**config.mk**
```make
export PLATFORM = sky130hd
export DESIGN_NAME = branch_resolve_unit
export DESIGN_NICKNAME = d
export VERILOG_FILES = /design/src/rtl/common_params.sv /design/src/rtl/branch_resolve_unit_sat_counter.sv /design/src/rtl/branch_resolve_unit.sv
export SDC_FILE = /design/constraint.sdc
export NUM_CORES = 1
export LEC_CHECK = 0
export BUFFER_PORTS_ARGS = -buffer_cell sky130_fd_sc_hd__buf_4
export CAP_MARGIN = 5
export CORE_MARGIN = 2
export CORE_UTILIZATION = 50
export CTS_BUF_LIST = sky130_fd_sc_hd__clkbuf_4
export CTS_CLUSTER_SIZE = 10
export DETAILED_ROUTE_END_ITERATION = 8
export PLACE_DENSITY_LB_ADDON = 0.15
export REMOVE_ABC_BUFFERS = 1
export SKIP_CTS_REPAIR_TIMING = 1
export SYNTH_ARGS = -nofsm -noshare
export SYNTH_HDL_FRONTEND = slang
export SYNTH_SLANG_ARGS = --single-unit
```
**constraint.sdc**
```tcl
create_clock -name clk -period 5.8 [get_ports clk]
set_input_delay 0.58 -clock clk [delete_from_list [all_inputs] [get_ports clk]]
set_output_delay 0.58 -clock clk [all_outputs]
set_load 0.005 [all_outputs]
```
**src/rtl/common_params.sv**
```systemverilog
// Shared parameters and types for the EX-stage control-flow logic.
//   BITS          : datapath / PC width
//   INSTR_BYTES   : size of one instruction, used for the fall-through PC
//   F3_*          : FUNCT3 encodings of the conditional branches
//   brs_state_t   : state of the branch resolve unit redirect sequencer
package common_params;

    localparam int BITS        = 32;
    localparam int INSTR_BYTES = 4;

    localparam logic [2:0] F3_BEQ  = 3'b000;
    localparam logic [2:0] F3_BNE  = 3'b001;
    localparam logic [2:0] F3_BLT  = 3'b100;
    localparam logic [2:0] F3_BGE  = 3'b101;
    localparam logic [2:0] F3_BLTU = 3'b110;
    localparam logic [2:0] F3_BGEU = 3'b111;

    typedef enum logic [1:0] {
        IDLE     = 2'd0,
        REDIRECT = 2'd1,
        SQUASH   = 2'd2
    } brs_state_t;

endpackage

```
**src/rtl/branch_resolve_unit_sat_counter.sv**
```systemverilog
// Saturating up-counter used for the branch performance statistics.
//   clk   : system clock
//   rst   : synchronous active-high reset, clears the count
//   inc   : add one this cycle (ignored once the count is all ones)
//   count : current value, sticks at 2^W-1
module sat_counter #(
    parameter int W = 16
) (
    input  logic         clk,
    input  logic         rst,
    input  logic         inc,
    output logic [W-1:0] count
);

    logic [W-1:0] r_count;

    always_ff @(posedge clk) begin
        if (rst) begin
            r_count <= '0;
        end else if (inc && (r_count != {W{1'b1}})) begin
            r_count <= r_count + 1'b1;
        end
    end

    assign count = r_count;

endmodule

```
**src/rtl/branch_resolve_unit.sv**
```systemverilog
// EX-stage branch/jump resolution.
// Resolves the real outcome of a branch/JAL/JALR from the comparator flags,
// compares it with the fetch prediction, and on a mispredict sends a
// registered redirect to fetch (valid/ready) followed by a pipeline flush
// lasting FLUSH_CYCLES cycles counted from the handshake cycle.
//   clk, rst                   : clock, synchronous active-high reset
//   EX_VALID / EX_READY        : instruction handshake from EX
//   IS_BRANCH/IS_JAL/IS_JALR   : instruction type (JALR > JAL > BRANCH)
//   FUNCT3, LT, LTU, EQ        : branch condition and comparator flags
//   PRED_TAKEN, PC, TARGET     : prediction, instruction address, target
//   REDIR_VALID/READY, REDIR_PC: redirect channel to fetch
//   FLUSH                      : squash younger instructions
//   TAKEN, ILLEGAL             : last resolved outcome, bad-FUNCT3 pulse
//   BR_COUNT, MP_COUNT         : saturating statistics counters
module branch_resolve_unit
    import common_params::*;
#(
    parameter int FLUSH_CYCLES = 2,
    parameter int CNT_W        = 16
) (
    input  logic             clk,
    input  logic             rst,
    input  logic             EX_VALID,
    output logic             EX_READY,
    input  logic             IS_BRANCH,
    input  logic             IS_JAL,
    input  logic             IS_JALR,
    input  logic [2:0]       FUNCT3,
    input  logic             LT,
    input  logic             LTU,
    input  logic             EQ,
    input  logic             PRED_TAKEN,
    input  logic [BITS-1:0]  PC,
    input  logic [BITS-1:0]  TARGET,
    input  logic             REDIR_READY,
    output logic             REDIR_VALID,
    output logic [BITS-1:0]  REDIR_PC,
    output logic             FLUSH,
    output logic             TAKEN,
    output logic             ILLEGAL,
    output logic [CNT_W-1:0] BR_COUNT,
    output logic [CNT_W-1:0] MP_COUNT
);

    brs_state_t      r_state;
    brs_state_t      w_state_next;
    logic [3:0]      r_sq_cnt;
    logic [3:0]      w_sq_cnt_next;
    logic [BITS-1:0] r_redir_pc;
    logic            r_taken;
    logic            r_illegal;

    logic            w_ready;
    logic            w_accept;
    logic            w_br_taken;
    logic            w_f3_bad;
    logic            w_taken;
    logic            w_mispredict;
    logic            w_handshake;
    logic [BITS-1:0] w_target;
    logic [BITS-1:0] w_seq_pc;
    logic [BITS-1:0] w_correct_pc;

    assign w_ready  = (r_state == IDLE);
    assign w_accept = EX_VALID & w_ready & (IS_BRANCH | IS_JAL | IS_JALR);

    // Branch condition decode; the two unused encodings resolve not-taken.
    always_comb begin
        w_br_taken = 1'b0;
        w_f3_bad   = 1'b0;
        case (FUNCT3)
            F3_BEQ:  w_br_taken = EQ;
            F3_BNE:  w_br_taken = ~EQ;
            F3_BLT:  w_br_taken = LT;
            F3_BGE:  w_br_taken = ~LT;
            F3_BLTU: w_br_taken = LTU;
            F3_BGEU: w_br_taken = ~LTU;
            default: w_f3_bad   = 1'b1;
        endcase
    end

    assign w_taken      = (IS_JALR | IS_JAL) ? 1'b1 : w_br_taken;
    assign w_target     = IS_JALR ? {TARGET[BITS-1:1], 1'b0} : TARGET;
    assign w_seq_pc     = PC + BITS'(INSTR_BYTES);
    assign w_correct_pc = w_taken ? w_target : w_seq_pc;
    assign w_mispredict = (w_taken != PRED_TAKEN);
    assign w_handshake  = (r_state == REDIRECT) & REDIR_READY;

    always_ff @(posedge clk) begin
        if (rst) begin
            r_state  <= IDLE;
            r_sq_cnt <= '0;
        end else begin
            r_state  <= w_state_next;
            r_sq_cnt <= w_sq_cnt_next;
        end
    end

    // The handshake cycle is the first of the FLUSH_CYCLES flush cycles, so
    // SQUASH only has to cover the remaining FLUSH_CYCLES-1; the counter is
    // loaded with the number of SQUASH cycles still to go after the first.
    always_comb begin
        w_state_next  = r_state;
        w_sq_cnt_next = r_sq_cnt;
        case (r_state)
            IDLE: begin
                if (w_accept && w_mispredict) begin
                    w_state_next = REDIRECT;
                end
            end
            REDIRECT: begin
                if (w_handshake) begin
                    if (FLUSH_CYCLES > 1) begin
                        w_state_next  = SQUASH;
                        w_sq_cnt_next = 4'(FLUSH_CYCLES - 2);
                    end else begin
                        w_state_next = IDLE;
                    end
                end
            end
            SQUASH: begin
                if (r_sq_cnt == 4'd0) begin
                    w_state_next = IDLE;
                end else begin
                    w_sq_cnt_next = r_sq_cnt - 4'd1;
                end
            end
            default: w_state_next = IDLE;
        endcase
    end

    always_ff @(posedge clk) begin
        if (rst) begin
            r_redir_pc <= '0;
            r_taken    <= 1'b0;
            r_illegal  <= 1'b0;
        end else begin
            // Only a branch (not a jump that also has IS_BRANCH set) can be illegal.
            r_illegal <= w_accept & IS_BRANCH & ~IS_JAL & ~IS_JALR & w_f3_bad;
            if (w_accept) begin
                r_taken <= w_taken;
            end
            if (w_accept && w_mispredict) begin
                r_redir_pc <= w_correct_pc;
            end
        end
    end

    sat_counter #(.W(CNT_W)) u_br_count (
        .clk   (clk),
        .rst   (rst),
        .inc   (w_accept),
        .count (BR_COUNT)
    );

    sat_counter #(.W(CNT_W)) u_mp_count (
        .clk   (clk),
        .rst   (rst),
        .inc   (w_accept & w_mispredict),
        .count (MP_COUNT)
    );

    assign EX_READY    = w_ready;
    assign REDIR_VALID = (r_state == REDIRECT);
    assign FLUSH       = (r_state != IDLE);
    assign REDIR_PC    = r_redir_pc;
    assign TAKEN       = r_taken;
    assign ILLEGAL     = r_illegal;

endmodule

```
==> metrics.txt, run 1 <==
Register Area=0.001441 mm2; Syn Inst Count=521; PortBufs=~150; most frequent cells in the layout=buf_4 (148), dfxtp_1 (72), nor2_1 (57); Root Buffer Master=clkbuf_4; post-layout min period=2.826 ns; DR iter-0 viols=about 180; vias in the first global route=around 3800; Clock Tree Buf Depth=2; Mean Syn Cell Area=7.841 um2; DR vias=4220; met1 WL=4723 um; fill cell count=674; post-route cell area=0.005349 mm2; final WL=11000 um; CP endpoint kind=flip-flop; max-cap violations=0; # rows=32; # IOs=147; first-pass GRT wire length=17620 um; Initial Utilization=a little over half; core footprint=approximately 0.0078 mm2; diode count=0; PwrDens=191.0 mW/mm2; layout overhead on the synthesized area=30.93%; DR WL met2=5226 um; crit-path cells=buf_4 -> or2_1 -> a311o_1 -> a21o_1 -> a21oi_4 -> buf_4 -> a211oi_1 -> o21ba_2; Worst VDD drop=0.0001261 V; CP arrival=3.15 ns; Yosys warning total=0; leading area contributor after synthesis=dfxtp_1; ys flop type=dfxtp_1; Top Metal Used=met4; initial antenna violation count=0; Synth Area in XOR/XNOR=8.361%; met3 WL=830 um; WL/cell=14.49 um; #FFs+latches synth=72; DP Wirelength=between 8000 and 9000 um; Vias/cell=5.560; CP most frequent cell=buf_4; register area share after synthesis=35.28%; Die Area=0.008909 mm2; gr ovfl total=0; CTS H-tree depth=3; Simple-Gate Fraction of Synth Area=about 30%; mapped cell area=0.004085 mm2; Setup crit start kind=input port; ys async rst share=0%; Hold/Removal Path Class=in2reg; Layout Nets=734; most common cell after layout, fill and taps aside=buf_4; Multi-input gate area=0.002510 mm2; largest net degree at the start of global routing=80; Synth Area in Adders=1.225%; final hold viol count=0; Inserted Clock Buffers=9; share of cells above drive strength 1=26.94%; Setup CP Type=in2reg; clk_lat worst skew=around 0.43 ns; Max stage delay on crit path=0.63 ns; die span in x=94.39 um; Least-Margin Pin Slew=0.8336 ns; hold slack=0.4113 ns; GRT Total Usage=24.45%; largest family of logic cells by synthesized area=simple AND/OR/NAND/NOR gates; Yosys cell types=between 40 and 50; Pre-antenna DRT Iters=5; Worst Path Max Fanout=45; gpl congestion=0.8386; fin crit share=between 40% and 50%; Synth top area share=about a third; Final Max Tran Viols=0; CTS tree=yes; Clock transition at path regs=0.12 ns; Slew headroom=44.43%; Clock Sinks=72; status=completed; RSZ-0062 raised after global routing=no; Routed Antenna Nets=0; FMAX=about 0.35 GHz; EDFF count, synth=0; leakage=roughly 0.0021 uW; Placed Area=0.005228 mm2; Synth Area in Compound Gates=19.05%; die height=94.39 um; top post-synthesis cells by area=dfxtp_1 (35%), a21oi_1 (5.9%), nor2_1 (5.2%), nand2_1 (4.8%), xnor2_1 (4.7%); mux contribution to synthesized area=under 10%; setup violators final=0; CP max stage cell=a21oi_4; CP required=6.13 ns; TNS Setup=0 ns; final clock skew=around 0.019 ns; DRC=0
-- sequential cells by signal, summed over array words and instances (netlist names) --
| name | cells |
|---|---|
| TAKEN | 1 |
| r_state | 2 |
| r_sq_cnt | 4 |
| u_mp_count.count | 16 |
| u_br_count.count | 16 |
| ILLEGAL | 1 |
| REDIR_PC | 32 |
-- per-layer routing --
metal,global-route usage (%),vias to the layer above
met5,0,-
met4,9.058,0
met3,4.868,17
met2,39.46,129
met1,32.46,1949
li1,-,2125
-- final timing paths --
check	start	endpoint	slack, ns	depth (start not counted)
min	FUNCT3[2]	ILLEGAL	0.41	2
max reg2reg	r_state[0]	REDIR_PC[3]	3.18	7
max	IS_JALR	REDIR_PC[29]	2.97	8
min reg2reg	REDIR_PC[8]	REDIR_PC[8]	0.46	2
-- cells by family (layout without fill, tap and decap cells) --
family,count (synthesis),in the layout
and+or+nand+nor,243,243
AOI/OAI and AO/OA,117,117
DFF,72,72
xor gates and xnor gates,39,39
buffers and inverters,38,174
muxes,8,8
adders and majority gates,4,4
-- power breakdown --
group | total, uW | internal, uW | switching [uW] | leakage (uW)
logic | 201 | 101 | 100 | 0.00145
registers | 528 | 514 | 13.5 | 0.000584
clock network | 293 | 90.6 | 202 | 0.0000589
-- layout make-up --
type | instances | area share (%)
multi-input combinational | 411 | 46.92
sequential | 72 | 26.95
timing repair buffer | 148 | 20.77
tap | 102 | 2.386
clock buffer | 9 | 1.263
clock inverter | 7 | 1.006
inverter | 10 | 0.7018
-- cell usage after synthesis (10+ instances only) --
cell type  number
nand2_1        52
or3_1          14
nor2b_1        13
a211o_1        19
dfxtp_1        72
inv_1          10
nor2_1         57
xnor2_1        22
clkbuf_1       24
nand3_1        29
o21ai_0        13
nor3_1         13
a21o_1         10
a21oi_1        48
xor2_1         17
nand4_1        17
-- metrics by stage --
| step | std cells | power, uW | worst slack, ns | util (%) |
|---|---|---|---|---|
| after floorplan | 493 | 625.6 | 1.808 | - |
| after global placement | 743 | 734.1 | 2.611 | 66.96 |
| after detailed placement | 743 | 738.8 | 2.560 | 66.96 |
| after CTS | 759 | 1026 | 3.016 | 68.51 |
| after global routing | 759 | 1067 | 2.837 | 68.51 |
| final | 759 | 1021 | 2.974 | 68.51 |
-- critical path: cells and delay by family --
| family | cells | cell delay [ns] |
|---|---|---|
| AOI/OAI and AO/OA | 5 | 1.67 |
| buffers and inverters | 2 | 0.64 |
| and+or+nand+nor | 1 | 0.23 |
(Power assumes the default switching activity.)
==> run 2, diff against run 1 <==
==> constraint.sdc (replaced) <==
create_clock -name clk -period 2.9 [get_ports clk]
set_input_delay 0.29 -clock clk [delete_from_list [all_inputs] [get_ports clk]]
set_output_delay 0.29 -clock clk [all_outputs]
set_load 0.005 [all_outputs]
==> run 2 against run 1 <==
Net effect:
- critical endpoint unchanged
- sequential power rose by 100%
- flip-flop and latch count did not move
- highest routed layer unchanged
- die area did not move
- combinational power rose by 100%
- via count rose by 0.76%
- sequential share of layout area fell by 0.25 points
- cell count rose by 0.40%
==> metrics.txt, run 2 (synthesis gave the netlist of run 1 again) <==
Pre-antenna DRT Iters=4; total power draw=around 2100 uW; diode count=0; final hold viol count=0; die span in x=around 94 um; leakage=~0.0021 uW; Inserted Clock Buffers=9; # rows=32; setup violators final=0; Net Sw Frac=28.57%; Final Max Tran Viols=0; CTS tree=yes; final setup margin=a little over 0.6 ns; Hold/Removal Path Class=in2reg; Int Power=1491 uW; CP arrival=about 2.6 ns; Worst VDD drop=0.0001838 V; Routed Antenna Nets=0; PwrDens=386.5 mW/mm2; max reg flops=32; gpl congestion=just over 0.8; Crit path max-delay family=compound AO/OA/AOI/OAI gates; fin crit share=78.71%; status=completed; CTS H-tree depth=3; Clock Sinks=between 70 and 80; Logic pwr share=19.6%; non-filler instance count after layout=762; Setup crit start kind=flip-flop; first-pass GRT wire length=17650 um; GRT Total Usage=24.56%; CP most frequent cell=nor2_1; Clock Tree Buf Depth=2; Die Area=0.008909 mm2; final WL=11010 um; max-cap violations=0; Initial Utilization=between 50% and 60%; Layout Nets=around 740; clk_lat worst skew=0.42 ns; post-layout min period=around 2.3 ns; Worst Path Max Fanout=31; DR vias=about 4300; WL/cell=around 14 um; Clock power frac=29.8%; CP endpoint kind=flip-flop; die height=~94 um; RSZ-0062 raised after global routing=no; FMAX=0.4381 GHz; DRC=0; PortBufs=146; power share of the sequential group=50.6%; CP max stage cell=a21oi_4; DP Wirelength=8256 um; Setup CP Type=reg2reg; Vias/cell=5.580; final clock skew=between 0.015 and 0.02 ns; Net Switching=596.3 uW; initial antenna violation count=0; crit-path cells=nor2_1 -> nand3_1 -> nor2_1 -> a21oi_4 -> buf_4 -> a211oi_1 -> o21ba_2; DR iter-0 viols=165; core footprint=0.007807 mm2; most frequent cells in the layout=buf_4 (151), dfxtp_1 (72), nor2_1 (57); layout overhead on the synthesized area=32.16%; most common cell after layout, fill and taps aside=buf_4; pre-CTS setup slack=about 0.25 ns; gr ovfl total=0; worst path bufs/invs=1; vias in the first global route=3907; CP required=3.20 ns; Max stage delay on crit path=0.57 ns; Slew headroom=45.70%; # IOs=147; Root Buffer Master=clkbuf_4; largest net degree at the start of global routing=80; TNS Setup=0 ns; Cells after DPL=747; Least-Margin Pin Slew=between 0.8 and 0.9 ns; Clock transition at path regs=0.12 ns; fill cell count=697; hold slack=0.1468 ns; share of cells above drive strength 1=26.97%
## run 2: cell type report
| cell class | instances | area, um2 | share of cell area [%] |
|---|---|---|---|
| tap | 102 | 127.6 | 2.364 |
| clock buffer | 9 | 67.56 | 1.251 |
| inverter | 10 | 37.54 | 0.6952 |
| timing repair buffer | 152 | 1154 | 21.37 |
| sequential | 72 | 1441 | 26.70 |
| clock inverter | 6 | 61.31 | 1.136 |
| multi-input combinational | 411 | 2510 | 46.49 |
## run 2: metal layers
metal | track usage (%) | wire, um | vias up
met2 | 41.85 | 5380 | 108
li1 | - | - | 2140
met3 | 4.310 | 637 | 9
met1 | 31.80 | 4885 | 1995
met5 | 0 | 0 | -
met4 | 7.488 | 110 | 0
## run 2: power groups by stage
stage / clock network, uW / registers (uW) / logic, uW
final: 621 / 1060 / 409
after detailed placement: 0 / 1080 / 409
after global routing: 671 / 1060 / 450
after floorplan: 0 / 1080 / 174
after CTS: 627 / 1060 / 410
after global placement: 0 / 1080 / 399
## run 2: worst min-delay path, cell delays in order
cell and delay [ns]:
buf_4 0.11, nand2_1 0.04, a311oi_1 0.08
## run 2: final timing paths
kind,from,end,slack [ns],cells after the start
worst max-delay path,r_state[0],REDIR_PC[29],0.62,7
worst max register to register,r_state[0],REDIR_PC[29],0.62,7
worst min register to register,REDIR_PC[31],REDIR_PC[31],0.46,2
worst min-delay path,TARGET[3],REDIR_PC[3],0.15,3
## run 2: through the flow
step / utilization (%) / instance area, um2
2_1_floorplan: - / 3970
3_3_place_gp: 67.50 / 5270
3_5_place_dp: 67.50 / 5270
4_1_cts: 69.15 / 5399
5_1_grt: 69.15 / 5399
6_report: 69.15 / 5399
==> run 3, diff against run 2 <==
--- a/config.mk
+++ b/config.mk
@@ -8,7 +8,7 @@
 export BUFFER_PORTS_ARGS = -buffer_cell sky130_fd_sc_hd__buf_4
 export CAP_MARGIN = 5
 export CORE_MARGIN = 2
-export CORE_UTILIZATION = 50
+export CORE_UTILIZATION = 47
 export CTS_BUF_LIST = sky130_fd_sc_hd__clkbuf_4
 export CTS_CLUSTER_SIZE = 10
 export DETAILED_ROUTE_END_ITERATION = 8
==> constraint.sdc (replaced) <==
create_clock -name clk -period 1.9 [get_ports clk]
set_input_delay 0.19 -clock clk [delete_from_list [all_inputs] [get_ports clk]]
set_output_delay 0.19 -clock clk [all_outputs]
set_load 0.005 [all_outputs]
==> run 3 against run 2 <==
Net effect:
- the flow now finishes with violations (negative setup slack)
- via count rose by 8.1%
- routed wire length increased by 16%
- sequential power up 52%
- cell count up 9.1%
- clock skew decreased by 0.0046 ns
- first-iteration DRC count is 15% lower
- largest power group unchanged
- critical endpoint is now u_mp_count.count[12]
- clock power rose by 59%
==> metrics.txt, run 3 (synthesis gave the netlist of run 1 again) <==
fin crit share=108.8%; setup violators final=36; Reg2Reg Setup Slack=-0.17 ns; final hold viol count=0; routing usage on met1=33.14%; RSZ-0062 raised after global routing=yes; max reg flops=32; reg-to-reg startpoint=r_state[1]; initial antenna violation count=0; PortBufs=146; Clock Tree Buf Depth=2; Least-Margin Pin Slew=~0.65 ns; total power draw=3433 uW; diode count=0; final core occ=roughly 73%; Pre-antenna DRT Iters=5; final WL=between 10000 and 15000 um; post-layout min period=2.068 ns; Layout Nets=800; post-route cell area=0.006282 mm2; Initial Utilization=47.54%; Placed Area=0.005698 mm2; GRT busiest layer=met2; Routed Antenna Nets=0; beginning of the worst hold path=TARGET[1]; Clock Sinks=72; first-pass GRT wire length=19730 um; fill cell count=675; CTS H-tree depth=3; Final Max Tran Viols=0; M2 GR Usage=41.77%; worst reg2reg path endpoint=u_mp_count.count[12]; DRC=0; Worst VDD drop=0.0003435 V; gr ovfl total=0; FMAX=0.4835 GHz; Root Buffer Master=clkbuf_4; FF-to-FF path depth=9; vias in the first global route=4218; Hold/Removal Path Class=in2reg; failing checks=negative setup slack; CTS tree=yes; met3 usage=4.604%; Int Power=between 2000 and 2500 uW; clk_lat worst skew=0.43 ns; Worst Hold Path Cells=3; CP endpoint kind=flip-flop; Clock power frac=roughly 29%; status=complete, but fails checks; DP Wirelength=around 9000 um; most frequent cells in the layout=buf_4 (201), dfxtp_1 (70), nor2_1 (55); PwrDens=546.4 mW/mm2; Logic pwr share=between 20 and 25%; Die Area=0.009454 mm2; WL/cell=15.36 um; # rows=34; max-cap violations=0; Slew headroom=between 50 and 60%; DR vias=4597; CP arrival=2.44 ns; GRT Total Usage=about a quarter; die height=97.23 um; Setup crit start kind=flip-flop; die span in x=97.23 um; final clock skew=0.01473 ns; CP required=2.27 ns; core footprint=0.008593 mm2; DR iter-0 viols=140; Net Sw Frac=29.26%; final setup margin=-0.1680 ns; layout overhead on the synthesized area=53.78%; share of cells above drive strength 1=39.83%; power share of the sequential group=46.9%; Inserted Clock Buffers=9; Net Switching=1004 uW; leakage=0.002590 uW; Vias/cell=~5.5; TNS Setup=-3.877 ns; largest net degree at the start of global routing=between 40 and 50; gpl congestion=0.8899; hold slack=0.03090 ns; Worst Path Max Fanout=12; Setup CP Type=reg2reg; most common cell after layout, fill and taps aside=buf_4; Hold Path End=REDIR_PC[1]; Clock transition at path regs=0.12 ns; # IOs=147
-- run 3: cell count changes in the layout (fill, tap and decap cells not counted), moves of 4 or more --
cell,previous run,this run
a21oi_1,47,31
a21oi_2,0,16
or3_1,14,10
or3_4,0,4
buf_4,151,201
buf_12,1,6
a22oi_1,6,2
a22oi_2,0,4
-- run 3: final cells by class --
type | instances | area (um2) | area share (%)
Timing Repair Buffer | 214 | 1757 | 27.96
Tap cell | 108 | 135.1 | 2.151
Sequential cell | 72 | 1444 | 22.98
Multi-Input combinational cell | 411 | 2770 | 44.09
Inverter | 10 | 37.54 | 0.5975
Clock inverter | 7 | 71.32 | 1.135
Clock buffer | 9 | 67.56 | 1.075
-- run 3: metrics by stage --
| step | worst slack, ns | cells |
|---|---|---|
| after floorplan | -1.703 | 493 |
| after global placement | -0.3860 | 804 |
| after detailed placement | -0.4198 | 804 |
| after CTS | -0.2549 | 820 |
| after global routing | -0.2539 | 831 |
| final | -0.1680 | 831 |
-- run 3: worst max path at each step --
stage | depth (start not counted) | startpoint | endpoint | slack [ns]
after floorplan | 6 | IS_JALR | REDIR_PC[25] | -1.70
after global placement | 8 | IS_JALR | u_mp_count.count[9] | -0.39
after detailed placement | 8 | IS_JALR | u_mp_count.count[9] | -0.42
after CTS | 6 | r_state[1] | u_br_count.count[9] | -0.25
after global routing | 9 | r_state[1] | u_mp_count.count[7] | -0.25
final | 9 | r_state[1] | u_mp_count.count[12] | -0.17
-- run 3: critical path, stage by stage (launching register included) --
cell and delay, ns:
dfxtp_2 0.36, nor2_4 0.12, nand3_2 0.10, buf_6 0.14, a2111oi_4 0.34, a21oi_4 0.10
buf_4 0.17, clkbuf_16 0.16, or3_1 0.35, a21oi_1 0.15
-- run 3: metal layers --
metal / vias to the layer above / part of all wire [%]
met2: 152 / 49
met3: 24 / 6.0
met1: 2162 / 43
met4: 0 / 2.4
li1: 2259 / -
met5: - / 0
-- run 3: power by group through the flow --
stage	sequential, uW	clock [uW]	combinational, uW
final	1610	985	837
after global routing	1620	1080	904
after CTS	1610	1000	725
after detailed placement	1640	0	723
after global placement	1640	0	705
after floorplan	1640	0	266
